### src/rtl/fifo_i_drain.sv
// fifo_i_drain: drains length-prefixed packets from fifo_i and serializes them high byte first onto a valid/ready byte stream
module fifo_i_drain #(
  parameter int TIMEOUT_CYCLES = 64,
  parameter int MAX_LEN = 255
) (
  input  logic        clk,
  input  logic        rst_n,
  input  logic        enable,
  input  logic        fifo_i_empty,
  input  logic        master_hint,
  input  logic [15:0] master_data_from_sram,
  output logic        master_read,
  output logic [7:0]  tx_data,
  output logic        tx_valid,
  input  logic        tx_ready,
  output logic        tx_sop,
  output logic        tx_eop,
  output logic        busy,
  output logic        err
);
  localparam int TW = $clog2(TIMEOUT_CYCLES + 1);
  typedef enum logic [2:0] {IDLE, REQ_LEN, WAIT_LEN, REQ_DATA, WAIT_DATA, HI, LO} state_t;
  state_t state, state_n;
  logic [TW-1:0] tmr, tmr_n;
  logic [10:0] rem, rem_n, len;
  logic [15:0] word, word_n;
  logic first, first_n, mr_n, err_n, accept, timeout;
  assign len = master_data_from_sram[10:0];
  assign tx_valid = state == HI || state == LO;
  assign accept = tx_valid && tx_ready;
  assign timeout = tmr == TW'(TIMEOUT_CYCLES - 1);
  assign tx_data = state == HI ? word[15:8] : state == LO ? word[7:0] : 8'h00;
  assign tx_sop = tx_valid && first;
  assign tx_eop = tx_valid && rem == 11'd1;
  assign busy = state != IDLE;
  // state and datapath registers; reset clears everything including an outstanding request
  always_ff @(posedge clk or negedge rst_n) begin
    if (!rst_n) begin
      state <= IDLE;
      tmr <= '0;
      rem <= '0;
      word <= '0;
      first <= 1'b0;
      master_read <= 1'b0;
      err <= 1'b0;
    end else begin
      state <= state_n;
      tmr <= tmr_n;
      rem <= rem_n;
      word <= word_n;
      first <= first_n;
      master_read <= mr_n;
      err <= err_n;
    end
  end
  // next-state: request/wait handshake per word, then stream its bytes; master_read drops on the hint edge
  always_comb begin
    state_n = state;
    tmr_n = tmr;
    rem_n = rem;
    word_n = word;
    first_n = first;
    mr_n = master_read;
    err_n = 1'b0;
    case (state)
      IDLE: if (enable && !fifo_i_empty) state_n = REQ_LEN;
      REQ_LEN, REQ_DATA: if (!fifo_i_empty) begin
        mr_n = 1'b1;
        tmr_n = '0;
        state_n = state == REQ_LEN ? WAIT_LEN : WAIT_DATA;
      end
      WAIT_LEN, WAIT_DATA: begin
        if (master_hint) begin
          mr_n = 1'b0;
          if (state == WAIT_DATA) begin
            word_n = master_data_from_sram;
            state_n = HI;
          end else if (len == 11'd0 || len > 11'(MAX_LEN)) begin
            err_n = 1'b1;
            state_n = IDLE;
          end else begin
            rem_n = len;
            first_n = 1'b1;
            state_n = REQ_DATA;
          end
        end else if (timeout) begin
          mr_n = 1'b0;
          err_n = 1'b1;
          state_n = IDLE;
        end else tmr_n = tmr + TW'(1);
      end
      HI, LO: if (accept) begin
        rem_n = rem - 11'd1;
        first_n = 1'b0;
        state_n = rem == 11'd1 ? IDLE : state == HI ? LO : REQ_DATA;
      end
      default: state_n = IDLE;
    endcase
  end
endmodule
### config.mk
export PLATFORM = sky130hd
export DESIGN_NAME = fifo_i_drain
export DESIGN_NICKNAME = d
export VERILOG_FILES = /design/src/rtl/fifo_i_drain.sv
export SDC_FILE = /design/constraint.sdc
export NUM_CORES = 1
export LEC_CHECK = 0
export BUFFER_PORTS_ARGS = -buffer_cell sky130_fd_sc_hd__buf_2
export CORE_MARGIN = 4
export CORE_UTILIZATION = 40
export DETAILED_ROUTE_END_ITERATION = 6
export PLACE_DENSITY = 0.69
export SETUP_SLACK_MARGIN = 0.02
export SLEW_MARGIN = 20
export SYNTH_ARGS = -nofsm -noshare
export SYNTH_HDL_FRONTEND = slang
export SYNTH_SLANG_ARGS = --single-unit
### constraint.sdc
create_clock -name clk -period 3.1 [get_ports clk]
set_clock_uncertainty 0.2 [all_clocks]
set_input_delay 0.93 -clock clk [delete_from_list [all_inputs] [get_ports clk]]
set_output_delay 0.93 -clock clk [all_outputs]
set_load 0.05 [all_outputs]
; ---- Word level (Yosys, flattened, before mapping)
; Index checks and enable logic that the tools add are counted.
[classes]
n_reduce_logical = 20
add_sub_neg = 2
n_mux = 36
eq_ne = 17
order_cmp = 1
[op_table]
columns = cell, count
row1 = $mux 11, 4
row2 = $mux 3, 9
row3 = $pmux 11 s2, 1
row4 = $mux 7, 3
row5 = $mux 8, 2
row6 = $ne 2x2->1 const B, 8
row7 = $pmux 7 s2, 1
row8 = $mux 1, 12
row9 = $pmux 3 s4, 1
row10 = $eq 11x1->1 const B, 1
row11 = $gt 11x8->1 const B, 1
row12 = $logic_not 11->1, 1
row13 = $sub 11x1->11 const B, 1
row14 = $eq 3x3->1 const B, 3
row15 = $reduce_and 4->1, 2
row16 = $add 7x1->7 const B, 1
row17 = $eq 7x6->1 const B, 1
row18 = $eq 3x2->1 const B, 2
row19 = $reduce_and 3->1, 2
row20 = $reduce_or 2->1, 3
row21 = $reduce_and 5->1, 1
row22 = $logic_and 1x1->1, 4
row23 = $pmux 1 s2, 2
row24 = $reduce_bool 2->1, 2
row25 = other kinds (7), 8
[totals]
word_cells = 83
input_bits = 22
reg_bits = 40
out_inout_bits = 14

; ---- Longest topological paths before layout
[logic_depth]
ltp_word = 6
mapped_depth = 9

; ---- Worst setup path after synthesis
; Ideal clock, no wire load.
[synth_path]
kind = reg2out
start = reg state[1]
end = out tx_eop
required_time_ps = 1970
arrival_time_ps = 2130
slack_ps = -160
stages_incl_launch_ff = 8
path_cell_list = dfrtp_1 -> buf_6 -> nor2b_1 -> buf_6 -> o21ai_4 -> inv_2 -> buf_1 -> and2_1
[synth_between]
elab_chain_len = 3
[synth_lines]
columns = item, line
row1 = from (decl), 23  ; state_t state, state_n;
row2 = from (signal assigned), 47  ; state <= state_n;
row3 = $eq 3x3->1, 29  ; assign tx_valid = state == HI || state == LO;
row4 = $logic_or 1x1->1 (*), 29
row5 = named net tx_valid, 14  ; output logic tx_valid,
row6 = $logic_and 1x1->1 (*), 34  ; assign tx_eop = tx_valid && rem == 11'd1;
row7 = to (decl), 17  ; output logic tx_eop,
; The timed path passes the listed nets; every way through them passes the cells marked *.

; ---- Worst setup path in the final report
[layout_path]
start = reg rem[7]
end = out tx_eop
[layout_between]
elab_chain_len = 2
[layout_lines]
columns = item, line
row1 = from (decl), 25  ; logic [10:0] rem, rem_n, len;
row2 = from (signal assigned), 49  ; rem <= rem_n;
row3 = $eq 11x1->1, 34
row4 = $logic_and 1x1->1, 34
; Every way passes these cells.

==> impl_results.html <==
<table>
<tr><th>Metric</th><th>Value</th></tr>
<tr><th colspan="2">Pwr</th></tr>
<tr><td>Net switching power figure</td><td>about 1.3 mW</td></tr>
<tr><td>PwrDens</td><td>between 1000 and 1500 nW/um^2</td></tr>
<tr><td>Sequential share of power</td><td>0.334</td></tr>
<tr><td>Switching part of the total</td><td>0.444</td></tr>
<tr><td>Internal power consumption</td><td>between 1.5 and 2 mW</td></tr>
<tr><td>Clk pwr share</td><td>0.159</td></tr>
<tr><td>Proportion of power drawn by combinational gates</td><td>0.507</td></tr>
<tr><td>Static Leak</td><td>between 1 and 1.5 nW</td></tr>
<tr><td>Max IR drop VDD</td><td>0.000511 V</td></tr>
<tr><th colspan="2">Logic synthesis</th></tr>
<tr><td>Share of the synthesized area in the top cell type</td><td>0.438</td></tr>
<tr><td>Dominant cells by area after synthesis</td><td>dfrtp_1, mux2_2, nor2_1</td></tr>
<tr><td>Number of distinct library cells after synthesis</td><td>between 50 and 60</td></tr>
<tr><td>Area leader, netlist</td><td>dfrtp_1</td></tr>
<tr><td>Synth Instances</td><td>228</td></tr>
<tr><td>Avg Synthesized Cell Area</td><td>approximately 10 sq um</td></tr>
<tr><td>List of most frequent post-synthesis cells</td><td>dfrtp_1, nor2_1, o21ai_0</td></tr>
<tr><td>Share of flip-flops with an asynchronous set or reset after synthesis</td><td>1.00</td></tr>
<tr><td>Sequential area share after synthesis</td><td>0.438</td></tr>
<tr><td>Top-count cell post-synth</td><td>dfrtp_1</td></tr>
<tr><td>Count of flip-flops with a built-in enable after synthesis</td><td>0</td></tr>
<tr><td>Net count after synthesis</td><td>roughly 250</td></tr>
<tr><td>Primary FF master, synth</td><td>dfrtp_1</td></tr>
<tr><td>Total number of yosys warnings</td><td>0</td></tr>
<tr><td>Post-Synthesis Cell Area</td><td>approximately 2300 sq um</td></tr>
<tr><td>Number of synthesized register bits</td><td>40</td></tr>
<tr><th colspan="2">GRT</th></tr>
<tr><td>Gr usage total</td><td>0.159</td></tr>
<tr><td>Maximum number of pins on one net before global-route repair</td><td>21</td></tr>
<tr><td>Total global routing overflow</td><td>0</td></tr>
<tr><td>Number of antenna violations at the first check in global routing</td><td>0</td></tr>
<tr><td>Global-route wire length before repair</td><td>approximately 9200 microns</td></tr>
<tr><td>Number of global-route vias before repair</td><td>1921</td></tr>
<tr><th colspan="2">Floorplan</th></tr>
<tr><td>FP Rows</td><td>27</td></tr>
<tr><td>Core outline area</td><td>between 5000 and 6000 sq um</td></tr>
<tr><td>Overall die width</td><td>roughly 84 microns</td></tr>
<tr><td>Starting utilization of the core area</td><td>0.415</td></tr>
<tr><td>Area enclosed by the die boundary</td><td>6980 sq um</td></tr>
<tr><td>I/O pin count</td><td>36</td></tr>
<tr><td>Die extent in y</td><td>between 80 and 90 microns</td></tr>
<tr><th colspan="2">Route</th></tr>
<tr><td>Post-detailed-route wirelength per cell</td><td>~15 microns</td></tr>
<tr><td>Drt initial violations</td><td>86</td></tr>
<tr><td>Number of nets with antenna violations after routing</td><td>0</td></tr>
<tr><td>Post-DR vias/cell</td><td>5.39</td></tr>
<tr><td>First-pass DRT Iterations</td><td>4</td></tr>
<tr><td>Total via count in the routed design</td><td>roughly 1900</td></tr>
<tr><td>Total Routed Length</td><td>roughly 5200 microns</td></tr>
<tr><td>DRC errors left</td><td>0</td></tr>
<tr><th colspan="2">Layout</th></tr>
<tr><td>Antenna Diode Count</td><td>0</td></tr>
<tr><td>Count of fill cells added during filler insertion</td><td>around 540</td></tr>
<tr><td>Relative area change from synthesis to final layout</td><td>18.3%</td></tr>
<tr><td>Final core occ</td><td>0.491</td></tr>
<tr><td>Net count of the finished layout</td><td>slightly below 300</td></tr>
<tr><td>Flip-flop and latch area</td><td>around 1000 sq um</td></tr>
<tr><td>Fraction of layout instances using a drive strength above 1</td><td>0.311</td></tr>
<tr><td>Area taken by multi-input logic gates</td><td>around 1200 sq um</td></tr>
<tr><th colspan="2">Place</th></tr>
<tr><td>Number of port buffers</td><td>35</td></tr>
<tr><td>Minimum setup slack after placement</td><td>around 0.42 ns</td></tr>
<tr><td>Detailed placer's ending HPWL</td><td>about 3800 microns</td></tr>
<tr><td>Final estimated routing congestion in global placement</td><td>approximately 0.85</td></tr>
<tr><th colspan="2">Clocking</th></tr>
<tr><td>Post-CTS Hold Buffers</td><td>0</td></tr>
<tr><td>CTS H-tree lvls</td><td>2</td></tr>
<tr><td>Maximum count of clock buffers along a single path</td><td>2</td></tr>
<tr><td>TritonCTS buffer count</td><td>5</td></tr>
<tr><td>Clock-pin slew of the registers on the worst-case setup and hold paths</td><td>roughly 0.080 ns</td></tr>
<tr><td>Latest clock arrival within the worst-skew pair</td><td>0.30 ns</td></tr>
<tr><td>CTS tree</td><td>yes</td></tr>
<tr><td>Root cell of the clock tree</td><td>clkbuf_8</td></tr>
<tr><td>Setup bufs post-CTS</td><td>0</td></tr>
<tr><td>Post-cts sizing count</td><td>0</td></tr>
<tr><td># clock sinks</td><td>40</td></tr>
<tr><th colspan="2">Critical path</th></tr>
<tr><td>Cell class contributing the biggest share of worst-path delay</td><td>simple AND/OR/NAND/NOR gates</td></tr>
<tr><td>Critical-path cell list</td><td>nor4_2 &gt; and4b_1 &gt; and2_1 &gt; buf_2</td></tr>
<tr><td>Largest fanout of any net on the critical path</td><td>5</td></tr>
<tr><td>Worst Reg-to-Reg Cells</td><td>8</td></tr>
<tr><td>Required time at the worst-slack endpoint</td><td>between 1.5 and 2 ns</td></tr>
<tr><td>Worst path bufs/invs</td><td>1</td></tr>
<tr><td>Highest-delay cell along the critical path</td><td>dfrtp_1</td></tr>
<tr><td>Startpoint Class</td><td>flip-flop</td></tr>
<tr><td>RR Startpoint</td><td>state[1]</td></tr>
<tr><td>Element type at the critical path end</td><td>primary output</td></tr>
<tr><td>Type of the worst setup path</td><td>reg2out</td></tr>
<tr><td>Data arrival, critical path</td><td>between 1.5 and 2 ns</td></tr>
<tr><td>Total number of cells along the worst setup path</td><td>4</td></tr>
<tr><td>Startpoint of the worst setup timing path</td><td>rem[7]</td></tr>
<tr><td>Largest stage delay on the critical path</td><td>~0.43 ns</td></tr>
<tr><th colspan="2">Run</th></tr>
<tr><td>Maxcap violations</td><td>0</td></tr>
<tr><th colspan="2">Timing</th></tr>
<tr><td>Endpoints failing setup</td><td>0</td></tr>
<tr><td>Fmax</td><td>0.341 GHz</td></tr>
<tr><td>Number of hold-slack violations in the final timing report</td><td>0</td></tr>
<tr><td>Final Critical Period</td><td>between 2 and 3 ns</td></tr>
<tr><td>Period Utilization, post-route</td><td>0.946</td></tr>
<tr><td>Max transition margin</td><td>0.607</td></tr>
<tr><td>Total Negative Setup Slacks</td><td>0 ns</td></tr>
<tr><td>Count of pins over their slew limit</td><td>0</td></tr>
<tr><td>Setup repair after global routing missed its margin</td><td>no</td></tr>
<tr><td>Least setup slack across all paths after layout</td><td>roughly 0.17 ns</td></tr>
<tr><td>Worst Tran Pin Value</td><td>just under 0.6 ns</td></tr>
<tr><th colspan="2">Run status</th></tr>
<tr><td>Status</td><td>finished clean</td></tr>
<tr><th colspan="2">Worst hold path</th></tr>
<tr><td>Classification of the worst-slack hold path</td><td>in2async</td></tr>
</table>
[layout by cell type (no fill, tap or decap), drive strengths merged, types with 2 or more instances in the layout]
cell / n
nor3: 9
xnor2: 2
nand4: 3
nand2: 15
nand3: 2
mux2: 16
or3: 2
and2: 3
nand2b: 2
o21ai: 19
nor2b: 11
a31oi: 3
o22a: 3
nor2: 24
buf: 47
clkbuf: 6
o21bai: 2
inv: 5
nor3b: 6
and3: 2
dfrtp: 40
a22oi: 11
nor4: 4
a21oi: 12
xor2: 4
ha: 3
[through the flow]
step	hold slack, ns	cell area (sq um)	instances	power, mW
2_1_floorplan	0.244	2280	228	2.05
3_3_place_gp	0.255	2570	337	2.36
3_5_place_dp	0.271	2570	337	2.39
4_1_cts	0.221	2690	345	2.86
5_1_grt	0.220	2700	345	3.07
6_report	0.219	2700	345	2.85
[flip-flops by register name (all words and copies together) (netlist names)]
signal       cells
word            16
rem             11
tmr              7
state            3
err              1
first            1
master_read      1
[final cells by class]
| type | instances | area share |
|---|---|---|
| flip-flops and latches | 40 | 0.371 |
| inverters | 5 | 0.00695 |
| multi-input cells | 173 | 0.446 |
| well taps | 72 | 0.0333 |
| repair buffers | 47 | 0.0982 |
| clock inverters | 2 | 0.0144 |
| clock buffers | 6 | 0.0306 |
[kinds of logic (layout without fill, tap and decap cells)]
family          Yosys count  count (layout)  share of synthesized area
buf+inv                  15              60                     0.0394
mux                      17              17                     0.0833
xor+xnor                  6               6                     0.0230
compound gates           60              60                      0.192
fa+ha+maj                 3               3                     0.0164
flops                    40              40                      0.438
simple gates             87              87                      0.207
[power by group through the flow]
stage / Sequential, mW / Clock [mW] / Combinational (mW)
final: 0.951 / 0.454 / 1.44
after global routing: 0.990 / 0.489 / 1.60
after CTS: 0.941 / 0.466 / 1.45
after detailed placement: 0.950 / 0 / 1.44
after global placement: 0.937 / 0 / 1.43
after floorplan: 0.931 / 0 / 1.12
[worst paths after layout]
path / to / slack, ns
setup / recovery: tx_eop / 0.17
setup reg to reg: rem[2] / 0.92
hold reg to reg: master_read / 0.28
max in group asynchronous: word[10] / 2.04
min in group clk: master_read / 0.28
hold / removal: rem[10] / 0.22
[worst register-to-register path: cells and delay by family (launching register included)]
family	cells	cell delay, ns
buffers and inverters	3	0.44
and+or+nand+nor	2	0.25
AOI/OAI and AO/OA	3	0.77
DFF	1	0.42
[layer usage]
metal | GRT usage | vias up | share of wire
li1 | - | 917 | -
met1 | 0.215 | 893 | 0.47
met3 | 0.0385 | 8 | 0.054
met5 | 0 | - | 0
met4 | 0.0526 | 0 | 0.014
met2 | 0.250 | 42 | 0.46
(Power assumes the default switching activity.)
